### config.mk
export PLATFORM = sky130hd
export DESIGN_NAME = mac_window_sequencer
export DESIGN_NICKNAME = d
export VERILOG_FILES = /design/src/rtl/mac_window_sequencer.sv
export SDC_FILE = /design/constraint.sdc
export NUM_CORES = 1
export LEC_CHECK = 0
export ABC_AREA = 1
export CORE_MARGIN = 3
export CORE_UTILIZATION = 55
export CTS_CLUSTER_SIZE = 25
export DETAILED_ROUTE_END_ITERATION = 7
export PLACE_DENSITY = 0.8
export REMOVE_ABC_BUFFERS = 1
export SYNTH_ARGS = -nofsm -noshare
export SYNTH_HDL_FRONTEND = slang
export SYNTH_SLANG_ARGS = --single-unit
### constraint.sdc
create_clock -name Clk_i -period 3.7 [get_ports Clk_i]
set_clock_uncertainty 0.1 [all_clocks]
set_input_delay 0.37 -clock Clk_i [delete_from_list [all_inputs] [get_ports Clk_i]]
set_output_delay 0.37 -clock Clk_i [all_outputs]
set_load 0.01 [all_outputs]
### src/rtl/mac_window_sequencer.sv
// mac_window_sequencer: computes a 3x3 convolution per window, one tap per
// cycle, by time-multiplexing one external combinational MAC.
//
// Ports:
//   Clk_i, Reset_n_i          clock, synchronous active-low reset
//   Window_i, Valid_i/Ready_o 3x3 pixel window in (tap k = row*3+col)
//   CoefWe_i/Addr_i/Data_i    coefficient bank write port (IDLE only)
//   Mult1_o/Mult2_o/Accum_o   operands to the external MAC
//   MacResult_i               MAC result (ACCUM_SIZE+1 bits, signed)
//   Acc_o, Pixel_o            saturated sum and clipped magnitude
//   Valid_o/Ready_i           result handshake
//   Busy_o                    high while a window is in flight
module mac_window_sequencer #(
  parameter int unsigned PIX_W      = 8,
  parameter int unsigned MULT_SIZE  = 9,
  parameter int unsigned ACCUM_SIZE = 20
) (
  input  logic                    Clk_i,
  input  logic                    Reset_n_i,
  input  logic [9*PIX_W-1:0]      Window_i,
  input  logic                    Valid_i,
  output logic                    Ready_o,
  input  logic                    CoefWe_i,
  input  logic [3:0]              CoefAddr_i,
  input  logic [MULT_SIZE-1:0]    CoefData_i,
  output logic [MULT_SIZE-1:0]    Mult1_o,
  output logic [MULT_SIZE-1:0]    Mult2_o,
  output logic [ACCUM_SIZE-1:0]   Accum_o,
  input  logic [ACCUM_SIZE:0]     MacResult_i,
  output logic [ACCUM_SIZE-1:0]   Acc_o,
  output logic [PIX_W-1:0]        Pixel_o,
  output logic                    Valid_o,
  input  logic                    Ready_i,
  output logic                    Busy_o
);

  localparam int unsigned NTAPS = 9;
  localparam int unsigned TAP_W = 4;
  localparam int unsigned ZEXT_W = MULT_SIZE - PIX_W;
  localparam logic [TAP_W-1:0] LAST_TAP = TAP_W'(NTAPS - 1);

  typedef enum logic [1:0] {
    S_IDLE = 2'd0,
    S_RUN  = 2'd1,
    S_OUT  = 2'd2
  } state_t;

  // Sobel-X reset coefficients
  function automatic logic [MULT_SIZE-1:0] coef_default(input int unsigned k);
    case (k)
      0, 6:    coef_default = MULT_SIZE'(-1);
      2, 8:    coef_default = MULT_SIZE'(1);
      3:       coef_default = MULT_SIZE'(-2);
      5:       coef_default = MULT_SIZE'(2);
      default: coef_default = '0;
    endcase
  endfunction

  state_t                  state_q, state_d;
  logic                    ready_c, accept_c, coef_wr_c;
  logic [TAP_W-1:0]        tap_q, nk_c;
  logic [9*PIX_W-1:0]      win_q;
  logic [MULT_SIZE-1:0]    coef_q [NTAPS];
  logic [MULT_SIZE-1:0]    mult1_q, mult2_q;
  logic [ACCUM_SIZE-1:0]   accum_q, acc_out_q, acc_sat_c;
  logic [PIX_W-1:0]        pix_q, pix_c, nxt_pix_c;
  logic [MULT_SIZE-1:0]    coef0_c, nxt_coef_c;
  logic [ACCUM_SIZE:0]     acc_ext_c, mag_c;
  logic                    valid_q, busy_q;

  assign Ready_o = ready_c;
  assign Mult1_o = mult1_q;
  assign Mult2_o = mult2_q;
  assign Accum_o = accum_q;
  assign Acc_o   = acc_out_q;
  assign Pixel_o = pix_q;
  assign Valid_o = valid_q;
  assign Busy_o  = busy_q;

  // State register
  always_ff @(posedge Clk_i) begin
    if (!Reset_n_i) state_q <= S_IDLE;
    else            state_q <= state_d;
  end

  // Next state and handshake decode
  always_comb begin
    state_d   = state_q;
    ready_c   = 1'b0;
    case (state_q)
      S_IDLE: begin
        ready_c = 1'b1;
        if (Valid_i) state_d = S_RUN;
      end
      S_RUN: begin
        if (tap_q == LAST_TAP) state_d = S_OUT;
      end
      S_OUT: begin
        ready_c = Ready_i;
        if (Ready_i) state_d = Valid_i ? S_RUN : S_IDLE;
      end
      default: state_d = S_IDLE;
    endcase
    accept_c  = Valid_i & ready_c;
    coef_wr_c = (state_q == S_IDLE) & CoefWe_i & (CoefAddr_i < TAP_W'(NTAPS));
  end

  // Operand fetch, saturation and magnitude clip
  always_comb begin
    nk_c       = (tap_q == LAST_TAP) ? '0 : tap_q + TAP_W'(1);
    nxt_pix_c  = win_q[PIX_W*nk_c +: PIX_W];
    nxt_coef_c = coef_q[nk_c];
    // a write accepted together with the window must reach tap 0 directly
    coef0_c    = (coef_wr_c && CoefAddr_i == '0) ? CoefData_i : coef_q[0];
    // overflow when the two top bits of the MAC result disagree
    if (MacResult_i[ACCUM_SIZE] != MacResult_i[ACCUM_SIZE-1])
      acc_sat_c = {MacResult_i[ACCUM_SIZE], {(ACCUM_SIZE-1){~MacResult_i[ACCUM_SIZE]}}};
    else
      acc_sat_c = MacResult_i[ACCUM_SIZE-1:0];
    // one extra bit so the most-negative value has a representable magnitude
    acc_ext_c = {acc_sat_c[ACCUM_SIZE-1], acc_sat_c};
    mag_c     = acc_ext_c[ACCUM_SIZE] ? -acc_ext_c : acc_ext_c;
    pix_c     = (|mag_c[ACCUM_SIZE:PIX_W]) ? '1 : mag_c[PIX_W-1:0];
  end

  // Datapath, coefficient bank and registered status
  always_ff @(posedge Clk_i) begin
    if (!Reset_n_i) begin
      tap_q     <= '0;
      win_q     <= '0;
      mult1_q   <= '0;
      mult2_q   <= '0;
      accum_q   <= '0;
      acc_out_q <= '0;
      pix_q     <= '0;
      valid_q   <= 1'b0;
      busy_q    <= 1'b0;
      for (int unsigned k = 0; k < NTAPS; k++) coef_q[k] <= coef_default(k);
    end else begin
      valid_q <= (state_d == S_OUT);
      busy_q  <= (state_d != S_IDLE);
      if (coef_wr_c) coef_q[CoefAddr_i] <= CoefData_i;
      if (accept_c) begin
        win_q   <= Window_i;
        tap_q   <= '0;
        mult1_q <= {{ZEXT_W{1'b0}}, Window_i[PIX_W-1:0]};
        mult2_q <= coef0_c;
        accum_q <= '0;
      end else if (state_q == S_RUN) begin
        if (tap_q == LAST_TAP) begin
          tap_q     <= '0;
          mult1_q   <= '0;
          mult2_q   <= '0;
          accum_q   <= '0;
          acc_out_q <= acc_sat_c;
          pix_q     <= pix_c;
        end else begin
          tap_q   <= nk_c;
          mult1_q <= {{ZEXT_W{1'b0}}, nxt_pix_c};
          mult2_q <= nxt_coef_c;
          accum_q <= acc_sat_c;
        end
      end
    end
  end

endmodule

==> flow_summary.toml, run 1 <==
[run_status]
run_status = "finished, final reports clean"

[synth]
synth_compound_area_share_pct = 8.14
synth_top_cells_by_count = "520 x nand2_1, 229 x nand3_1, 145 x dfxtp_1"
ys_top_cells_by_area = "edfxtp_1 33%, dfxtp_1 22%, nand2_1 15%"
yosys_most_used_dff = "dfxtp_1"
seq_area_frac_synth_pct = 55.6
asyncSetResetFlopFracSynth_pct = 0
synthesis.yosys.warnings = 0
synth_area_leader_cell = "edfxtp_1"
most_used_standard_cell_by_instance_count_after_synthesis = "nand2_1"
share_of_the_synthesized_area_in_the_top_cell_type_pct = 33.3
synth_area_um2 = 13000
synth_cell_types = 39
yosys.area_share.xor_xnor_pct = 0.616
synth-simple-area-share_pct = 29.7
synth.avg_cell_area_um2 = 8.30
muxShareOfSynthArea_pct = 0
synth_seq_cells = 289
synth-edff-count = 144
synth_top_family_by_area = "simple AND/OR/NAND/NOR gates"
post_synth_fa_ha_maj_area_fraction_pct = 0.481
synthesis.instances = 1566

[clock_network]
cts_inserted_buffers = 30
ctsHtreeMaxLevel = 1
tritoncts = "yes"
cts_num_sinks = 289
worst_case_clock_buffer_depth = 3
worst_setup_hold_path_clk_slew_ns = 0.06
cts_setup_buffers = 0
clock_network_latency_to_the_later_pin_of_the_worst_skew_pair_ns = 0.55
cts-resized-gates = 0
holdBufCountCts = 0
clock-root-buffer = "clkbuf_16"

[die]
placementRows = 55
dieArea_um2 = 25500
die_w_um = 160
floorplan.initialDensity_pct = 56.7
dieHeight_um = 160
core-area_um2 = 22900
i_o_pins = 180

[worst_setup_path]
launch_point_of_the_critical_path = "MacResult_i[20]"
r2r_end = "Mult1_o[7]$_SDFFE_PN0P_"
critical_path.startpoint_type = "input pin"
critPathArrivalTime_ns = 3.20
slack_of_the_worst_reg_to_reg_path_ns = 0.93
worst_flop_to_flop_path_startpoint = "tap_q[0]$_SDFFE_PP0P_"
timing.critical_path.depth = 20
cp_num_buf_inv = 4
depth_of_the_most_critical_reg_to_reg_path = 11
worstPathCellList = "clkdlybuf4s50_1 > ha_1 > inv_6 > nand2_4 > nand2_1 > inv_1 > ha_1 > inv_1 > a21oi_1 > nand2_2 > nand2_4 > nand3_2 > nor2_4 > nand2_1 > nand2_1 > nand3_2 > nor2_4 > nand3_4 > nor2_1 > nor2_1"
timing.critical_path.fanout_max = 8
setup.worst_path.end_class = "flip-flop"
max_stage_delay_ns = 0.49
timing.critical_path.required_ns = 4.04
crit_end = "Pixel_o[7]$_SDFFE_PN0P_"
timing.critical_path.mode_cell = "nand2_1"
slowest_stage = "clkdlybuf4s50_1"
critical-path-top-delay-family = "simple AND/OR/NAND/NOR gates"
criticalPathCategory = "input pin to flip-flop"

[layout]
post-route-util_pct = 70.6
syn_to_final_growth_pct = 24.4
layout_cell_share_with_drive_strength_beyond_1_pct = 6.36
finalNonFillerCells = 2106
design_area_um2 = 16200
num-nets-final = 1884

[pwr]
power.density_cell_area_nw_per_um2 = 479
power.clock.fraction_pct = 37.8
power.combinational.fraction_pct = 15.5
ir_worst_vdd_mv = 0.266
intPower_uw = 5690
p_sw_uw = 2050
leakage_uw = 0.00623
fraction_of_power_consumed_by_sequential_logic_pct = 46.7
netSwitchingFraction_pct = 26.5

[sta]
final_period_minus_worst_setup_slack_ns = 2.86
achievable-frequency_mhz = 349
slew_of_the_pin_with_the_lowest_slew_margin_ns = 1.03
finalSetupViolCount = 0
worst_hold_slack_ns = 0.273
rsz0062_at_grt = "false"
timing.final.hold_violations = 0
slew_headroom_pct = 31.3
maxSlewViolCount = 0
timing.final.crit_share_pct = 77.4

[global_route]
grtUsageTotal_pct = 27.0
number_of_global_route_vias_before_repair = 11378
first_pass_grt_wire_length_mm = 56.8
use_met3_pct = 4.90
grt_overflow_total = 0
grt_antenna_before_repair = 1
grt_max_degree = 95
globalRoute.busiestLayer = "met2"
grt_util_met2_pct = 45.1
grt_util_met1_pct = 34.5

[min_path]
hold_path_class = "input pin to flip-flop"

[placed_design]
place.detailed.instances = 2049
detailedPlacementHpwl_mm = 22.7
place.port_buffers = 178
placed_cell_area_um2 = 15200
globalplace.congestion = 0.882

[drt]
drt.antenna.violating_nets = 0
post_drt_via_cell_ratio = 5.47
avgRoutedWirePerCell_um = 16.8
initial_drt_pass_iterations = 5
post-route-drc-count = 0
vias = 11525
drtIter0Drc = 1096
routed_wl_mm = 35.3

[run]
cap_violations = 0
layer usage:
layer	up-vias	wire [µm]
li1	5567	-
met1	5286	13800
met2	567	17000
met3	105	3120
met4	0	1320
met5	-	0
power groups by stage:
stage | Combinational (µW) | Sequential [µW] | Clock [µW]
finish | 1200 | 3610 | 2930
floorplan | 688 | 3680 | 0
global route | 1320 | 3630 | 3090
detailed placement | 1180 | 3680 | 0
CTS | 1190 | 3610 | 2950
global placement | 1160 | 3670 | 0
tightest hold or removal path, stage by stage:
cell,delay (ns)
clkdlybuf4s50_1,0.39
nand2_1,0.06
a21oi_1,0.05
logic make-up after synthesis:
logic type               count (synthesis)
adder cells (fa/ha/maj)                  5
AND/OR/NAND/NOR                        901
XOR/XNOR                                 7
buffers and inverters                  168
AO/OA/AOI/OAI                          195
other                                    1
flip-flops                             289
registers in the layout (all words and copies together), names as in the netlist, 2 cells and up:
signal and flops:
Pixel_o 8, Acc_o 20, win_q 72, Mult1_o 8, state_q 2, tap_q 4, coef_q 144, Accum_o 20
Mult2_o 9
final cells by class:
cell class	count	area (µm²)
Clock inverter	8	68.8
Timing Repair Buffer	200	1970
Clock buffer	48	890
Fill cell	1821	6750
Tap cell	313	392
Multi-Input combinational cell	1172	5330
Inverter	75	288
Antenna cell	1	2.50
Sequential cell	289	7230
per-stage QoR:
step	total power, µW	worst slack, ns	setup TNS (ns)
final	7740	0.836	0
after CTS	7760	0.844	0
after detailed placement	4860	0.276	0
after floorplan	4360	-0.128	-4.67
after global placement	4830	0.362	0
after global routing	8040	0.471	0
cell usage in the layout (no fill, tap or decap), types with 2 or more instances in the layout:
cell	instances
clkbuf_16	31
o21ai_0	36
nand3_1	229
nand2_4	4
o31ai_1	7
o21ai_1	3
inv_6	2
inv_1	48
edfxtp_1	144
nand2_1	519
clkinv_1	17
nor2_4	7
a31oi_1	18
clkdlybuf4s50_1	178
inv_2	10
a21oi_1	115
nand3_2	5
clkinv_2	4
ha_1	4
nor3_1	3
clkbuf_8	5
buf_12	2
dfxtp_1	145
nand4_1	4
conb_1	64
nand2_2	9
xor2_1	4
nor2_1	110
clkbuf_1	12
nand3_4	3
nor2_2	6
a211oi_1	14
buf_4	20
worst min path at each step:
| stage | start | end | slack (ns) | cells past startpoint |
|---|---|---|---|---|
| 2_1_floorplan | win_q[64]$_SDFFE_PN0P_ | win_q[64]$_SDFFE_PN0P_ | 0.33 | 2 |
| 3_3_place_gp | win_q[68]$_SDFFE_PN0P_ | win_q[68]$_SDFFE_PN0P_ | 0.34 | 2 |
| 3_5_place_dp | win_q[69]$_SDFFE_PN0P_ | win_q[69]$_SDFFE_PN0P_ | 0.35 | 2 |
| 4_1_cts | Window_i[26] | win_q[26]$_SDFFE_PN0P_ | 0.26 | 3 |
| 5_1_grt | Window_i[26] | win_q[26]$_SDFFE_PN0P_ | 0.28 | 3 |
| 6_report | Window_i[31] | win_q[31]$_SDFFE_PN0P_ | 0.27 | 3 |
No activity file was read; power rests on OpenSTA's default activity.
==> run 2: changes to the inputs <==
clock period = 2.7 ns   (was 3.7 ns; I/O delays follow)
==> flow_summary.toml, run 2 (synthesized netlist as in run 1, its figures left out) <==
[pwr]
power.density_cell_area_nw_per_um2 = 629
netSwitchingFraction_pct = 26.5
leakage_uw = 0.00657
power.clock.fraction_pct = 35.9
p_sw_uw = 2790
fraction_of_power_consumed_by_sequential_logic_pct = 47.1
power.combinational.fraction_pct = 17.1
intPower_uw = 7720
ir_worst_vdd_mv = 0.405

[global_route]
use_met3_pct = 4.75
grt_overflow_total = 0
first_pass_grt_wire_length_mm = 57.1
globalRoute.busiestLayer = "met2"
number_of_global_route_vias_before_repair = 11467
grt_util_met2_pct = 45.9
grt_antenna_before_repair = 0
grt_max_degree = 107
grtUsageTotal_pct = 27.1
grt_util_met1_pct = 35.2

[layout]
syn_to_final_growth_pct = 28.5
num-nets-final = 1956
layout.cells.most_common_list = "519 x nand2_1, 229 x nand3_1, 178 x clkdlybuf4s50_1, 145 x dfxtp_1, 144 x edfxtp_1"
largest_register_ffs = 144
largest-register = "coef_q"
n_antenna_cell = 0
layout_cell_share_with_drive_strength_beyond_1_pct = 10.3
reg_top3 = "coef_q (144), win_q (72)"
layout.filler_cells = 1704
layout.cells.most_common = "nand2_1"

[clock_network]
clock_network_latency_to_the_later_pin_of_the_worst_skew_pair_ns = 0.53
holdBufCountCts = 0
cts_inserted_buffers = 29
cts_setup_buffers = 0
clock-root-buffer = "clkbuf_16"
worst_setup_hold_path_clk_slew_ns = 0.06
cts-resized-gates = 0
ctsHtreeMaxLevel = 1
cts_num_sinks = 289
tritoncts = "yes"
worst_case_clock_buffer_depth = 3

[drt]
post_drt_via_cell_ratio = 5.43
routed_wl_mm = 35.5
vias = 11813
post-route-drc-count = 0
drtIter0Drc = 1033
drt.antenna.violating_nets = 0
avgRoutedWirePerCell_um = 16.3
initial_drt_pass_iterations = 6

[die]
die_w_um = 160
placementRows = 55
floorplan.initialDensity_pct = 56.7
dieHeight_um = 160
i_o_pins = 180
dieArea_um2 = 25500
core-area_um2 = 22900

[sta]
rsz0062_at_grt = "false"
slew_headroom_pct = 22.6
achievable-frequency_mhz = 395
finalSetupViolCount = 0
final_critical_path_setup_slack_ns = 0.167
timing.final.hold_violations = 0
maxSlewViolCount = 0
final.setup.tns_ns = 0
final_period_minus_worst_setup_slack_ns = 2.53
slew_of_the_pin_with_the_lowest_slew_margin_ns = 1.16
timing.final.crit_share_pct = 93.8

[placed_design]
globalplace.congestion = 0.896
dpl_worst_slack_ns = -0.505
detailedPlacementHpwl_mm = 23.1
place.port_buffers = 178

[run_status]
run_status = "finished, final reports clean"

[min_path]
hold_path_class = "input pin to flip-flop"

[worst_setup_path]
critPathArrivalTime_ns = 2.86
timing.critical_path.fanout_max = 8
critical_path.startpoint_type = "input pin"
timing.critical_path.required_ns = 3.03
setup.worst_path.end_class = "flip-flop"
criticalPathCategory = "input pin to flip-flop"

[run]
cap_violations = 0
## run 2: cell count changes in the layout (fill, tap and decap cells not counted), moves of 2 or more
cell,delta
buf_4,+70
clkbuf_1,-6
clkinv_2,+3
buf_12,+2
clkbuf_16,-2
## run 2: area by class of cell
cell class,count,area [µm²],area share [%]
repair buffers,273,2550,15.3
flip-flops and latches,289,7230,43.3
multi-input cells,1172,5350,32.0
well taps,313,392,2.35
clock buffers,43,843,5.05
inverters,75,288,1.72
clock inverters,10,50.0,0.300
## run 2: power groups by stage
stage	combinational [µW]	clock [µW]	sequential (µW)
5_1_grt	1970	4000	4970
4_1_cts	1780	3800	4950
3_3_place_gp	1730	0	5030
3_5_place_dp	1760	0	5040
6_report	1790	3770	4950
2_1_floorplan	943	0	5040
## run 2: metal layers
layer  wire length (µm)  vias up  part of all wire (%)
met1              14200     5500                    40
met5                  0        -                     0
met2              17200      538                    48
met3               3010       76                   8.5
met4               1110        0                   3.1
li1                   -     5699                     -
## run 2: per-stage QoR
stage	hold slack [ns]	power [µW]	cell area, µm²	std cells	utilization, %
after global placement	0.339	6760	15800	2122	68.9
after CTS	0.178	10500	16700	2175	72.8
final	0.186	10500	16700	2175	72.9
after global routing	0.183	10900	16700	2175	72.9
after detailed placement	0.348	6800	15800	2122	68.9
after floorplan	0.269	5980	12800	1536	-
## run 2: worst max-delay path, stage by stage
cell and delay (ns):
clkdlybuf4s50_1 0.48, inv_1 0.07, ha_4 0.31, inv_6 0.04
nand2_4 0.06, nand2_1 0.06, inv_1 0.08, ha_1 0.15
inv_1 0.06, a21oi_2 0.12, nand2_2 0.09, nand2_4 0.08
nand3_2 0.12, nor2_4 0.18, nand2_1 0.08, nand2_1 0.07
nand3_2 0.09, nor2_4 0.14, nand3_4 0.15, nor2_1 0.13
nor2_1 0.05
## run 2: final timing paths
kind / start / end / slack [ns] / cells after the start
worst max-delay path: MacResult_i[19] / Pixel_o[6]$_SDFFE_PN0P_ / 0.17 / 21
worst min-delay path: Window_i[15] / win_q[15]$_SDFFE_PN0P_ / 0.19 / 3
worst max register to register: tap_q[0]$_SDFFE_PP0P_ / Mult2_o[1]$_SDFFE_PN0P_ / 0.18 / 12
worst min register to register: win_q[65]$_SDFFE_PN0P_ / win_q[65]$_SDFFE_PN0P_ / 0.35 / 2
==> run 3: changes to the inputs <==
--- a/config.mk
+++ b/config.mk
@@ -13,3 +13,2 @@
 export PLACE_DENSITY = 0.8
-export REMOVE_ABC_BUFFERS = 1
 export SYNTH_ARGS = -nofsm -noshare
--- a/constraint.sdc
+++ b/constraint.sdc
@@ -4,2 +4,2 @@
 set_output_delay 0.27 -clock Clk_i [all_outputs]
-set_load 0.01 [all_outputs]
+set_load 0.05 [all_outputs]
==> flow_summary.toml, run 3 (synthesized netlist as in run 1, its figures left out) <==
[drt]
avgRoutedWirePerCell_um = 16.8
post-route-drc-count = 0
routed_wl_mm = 36.5
initial_drt_pass_iterations = 8
drt.antenna.violating_nets = 0
drtIter0Drc = 1071
post_drt_via_cell_ratio = 5.43
vias = 11856

[layout]
reg_top3 = "coef_q (144), win_q (72)"
post-route-util_pct = 73.5
n_antenna_cell = 0
syn_to_final_growth_pct = 29.6
largest_register_ffs = 144
layout.cells.most_common_list = "519 x nand2_1, 229 x nand3_1, 178 x clkdlybuf4s50_1, 145 x dfxtp_1, 144 x edfxtp_1"
num-nets-final = 1961
layout_cell_share_with_drive_strength_beyond_1_pct = 10.9
largest-register = "coef_q"
layout.cells.most_common = "nand2_1"
finalNonFillerCells = 2182

[clock_network]
ctsHtreeMaxLevel = 1
tritoncts = "yes"
clock_network_latency_to_the_later_pin_of_the_worst_skew_pair_ns = 0.55
worst_case_clock_buffer_depth = 3
worst_setup_hold_path_clk_slew_ns = 0.06
cts_inserted_buffers = 30
cts_num_sinks = 289
clock-root-buffer = "clkbuf_16"

[worst_setup_path]
slack_of_the_worst_reg_to_reg_path_ns = 0.17
worst_flop_to_flop_path_startpoint = "tap_q[0]$_SDFFE_PP0P_"
setup.worst_path.end_class = "flip-flop"
r2r_end = "Mult1_o[1]$_SDFFE_PN0P_"
timing.critical_path.fanout_max = 55
critPathArrivalTime_ns = 2.90
criticalPathCategory = "flip-flop to flip-flop"
critical_path.startpoint_type = "flip-flop"
depth_of_the_most_critical_reg_to_reg_path = 12
timing.critical_path.required_ns = 3.07

[die]
core-area_um2 = 22900
dieArea_um2 = 25500
die_w_um = 160
floorplan.initialDensity_pct = 56.7
i_o_pins = 180
dieHeight_um = 160
placementRows = 55

[pwr]
power.density_cell_area_nw_per_um2 = 657
leakage_uw = 0.00664
ir_worst_vdd_mv = 0.648

[global_route]
grtUsageTotal_pct = 27.9
grt_max_degree = 66
grt_overflow_total = 0
number_of_global_route_vias_before_repair = 11562
grt_antenna_before_repair = 1
first_pass_grt_wire_length_mm = 58.5

[sta]
final_critical_path_setup_slack_ns = 0.170
achievable-frequency_mhz = 395
timing.final.crit_share_pct = 93.7
timing.final.hold_violations = 0
slew_headroom_pct = 57.5
slew_of_the_pin_with_the_lowest_slew_margin_ns = 0.638
maxSlewViolCount = 0
finalSetupViolCount = 0
final_period_minus_worst_setup_slack_ns = 2.53
worst_hold_slack_ns = 0.176

[min_path]
min_from = "Window_i[45]"
min_to = "win_q[45]$_SDFFE_PN0P_"
hold_path_class = "input pin to flip-flop"
min_path_cells = 3

[placed_design]
dpl_worst_slack_ns = -0.459
place.detailed.instances = 2126
place.port_buffers = 178
globalplace.congestion = 0.876
detailedPlacementHpwl_mm = 25.0

[run_status]
run_status = "finished, final reports clean"

[run]
cap_violations = 0
[run 3: cell types whose count changed in the layout (fill, tap and decap cells not counted), sizes merged]
| cell | previous run | this run |
|---|---|---|
| inv | 60 | 59 |
| buf | 95 | 99 |
| bufinv | 0 | 2 |
| clkinvlp | 0 | 2 |
[run 3: power breakdown]
group / switching [µW] / internal [µW]
Sequential: 106 / 4850
Clock: 1690 / 2440
Combinational: 1260 / 730
[run 3: worst max-delay path, stage by stage (launching register included)]
cell and delay [ns]:
dfxtp_1 0.37, inv_1 0.11, ha_2 0.19, nand3b_1 0.24
nand2_4 0.10, inv_2 0.09, buf_4 0.52, nand2_1 0.11
nand3_1 0.10, nand3_1 0.14, nand3_1 0.12, nand3_1 0.08
a31oi_1 0.15
[run 3: timing repair]
item / in CTS / in global routing
endpoints found under the setup margin: 0 / 8
endpoints found under the hold margin: 0 / 0
hold buffers: 0 / 0
setup buffers: 0 / 0
resized for setup: 0 / 6
[run 3: per-layer routing]
metal  up-vias  wire length, µm  GRT usage (%)
met1      5505            14600           35.7
li1       5709                -              -
met2       545            17600           47.4
met3        95             3020           4.93
met4         2             1300           10.7
met5         -               13              0
[run 3: how the worst max path moves through the flow]
| stage | to | slack [ns] | start |
|---|---|---|---|
| floorplan | Pixel_o[0]$_SDFFE_PN0P_ | 0.01 | MacResult_i[19] |
| global placement | Pixel_o[7]$_SDFFE_PN0P_ | -0.32 | MacResult_i[19] |
| detailed placement | Pixel_o[3]$_SDFFE_PN0P_ | -0.46 | MacResult_i[19] |
| CTS | Pixel_o[2]$_SDFFE_PN0P_ | 0.06 | MacResult_i[19] |
| global route | Pixel_o[2]$_SDFFE_PN0P_ | -0.01 | MacResult_i[19] |
| finish | Mult1_o[1]$_SDFFE_PN0P_ | 0.17 | tap_q[0]$_SDFFE_PP0P_ |
[run 3: area by class of cell]
cell class	instances	area [µm²]
Multi-Input combinational cell	1172	5350
Clock inverter	13	120
Clock buffer	43	873
Sequential cell	289	7230
Inverter	75	288
Tap cell	313	392
Timing Repair Buffer	277	2590
Fill cell	1734	6080
[run 3: through the flow]
stage	instance area [µm²]	TNS (ns)	total power, µW
floorplan	13200	0	6210
global placement	15800	-2.54	6950
detailed placement	15800	-3.61	6990
CTS	16800	0	11100
global route	16800	-0.00955	11500
finish	16800	0	11100
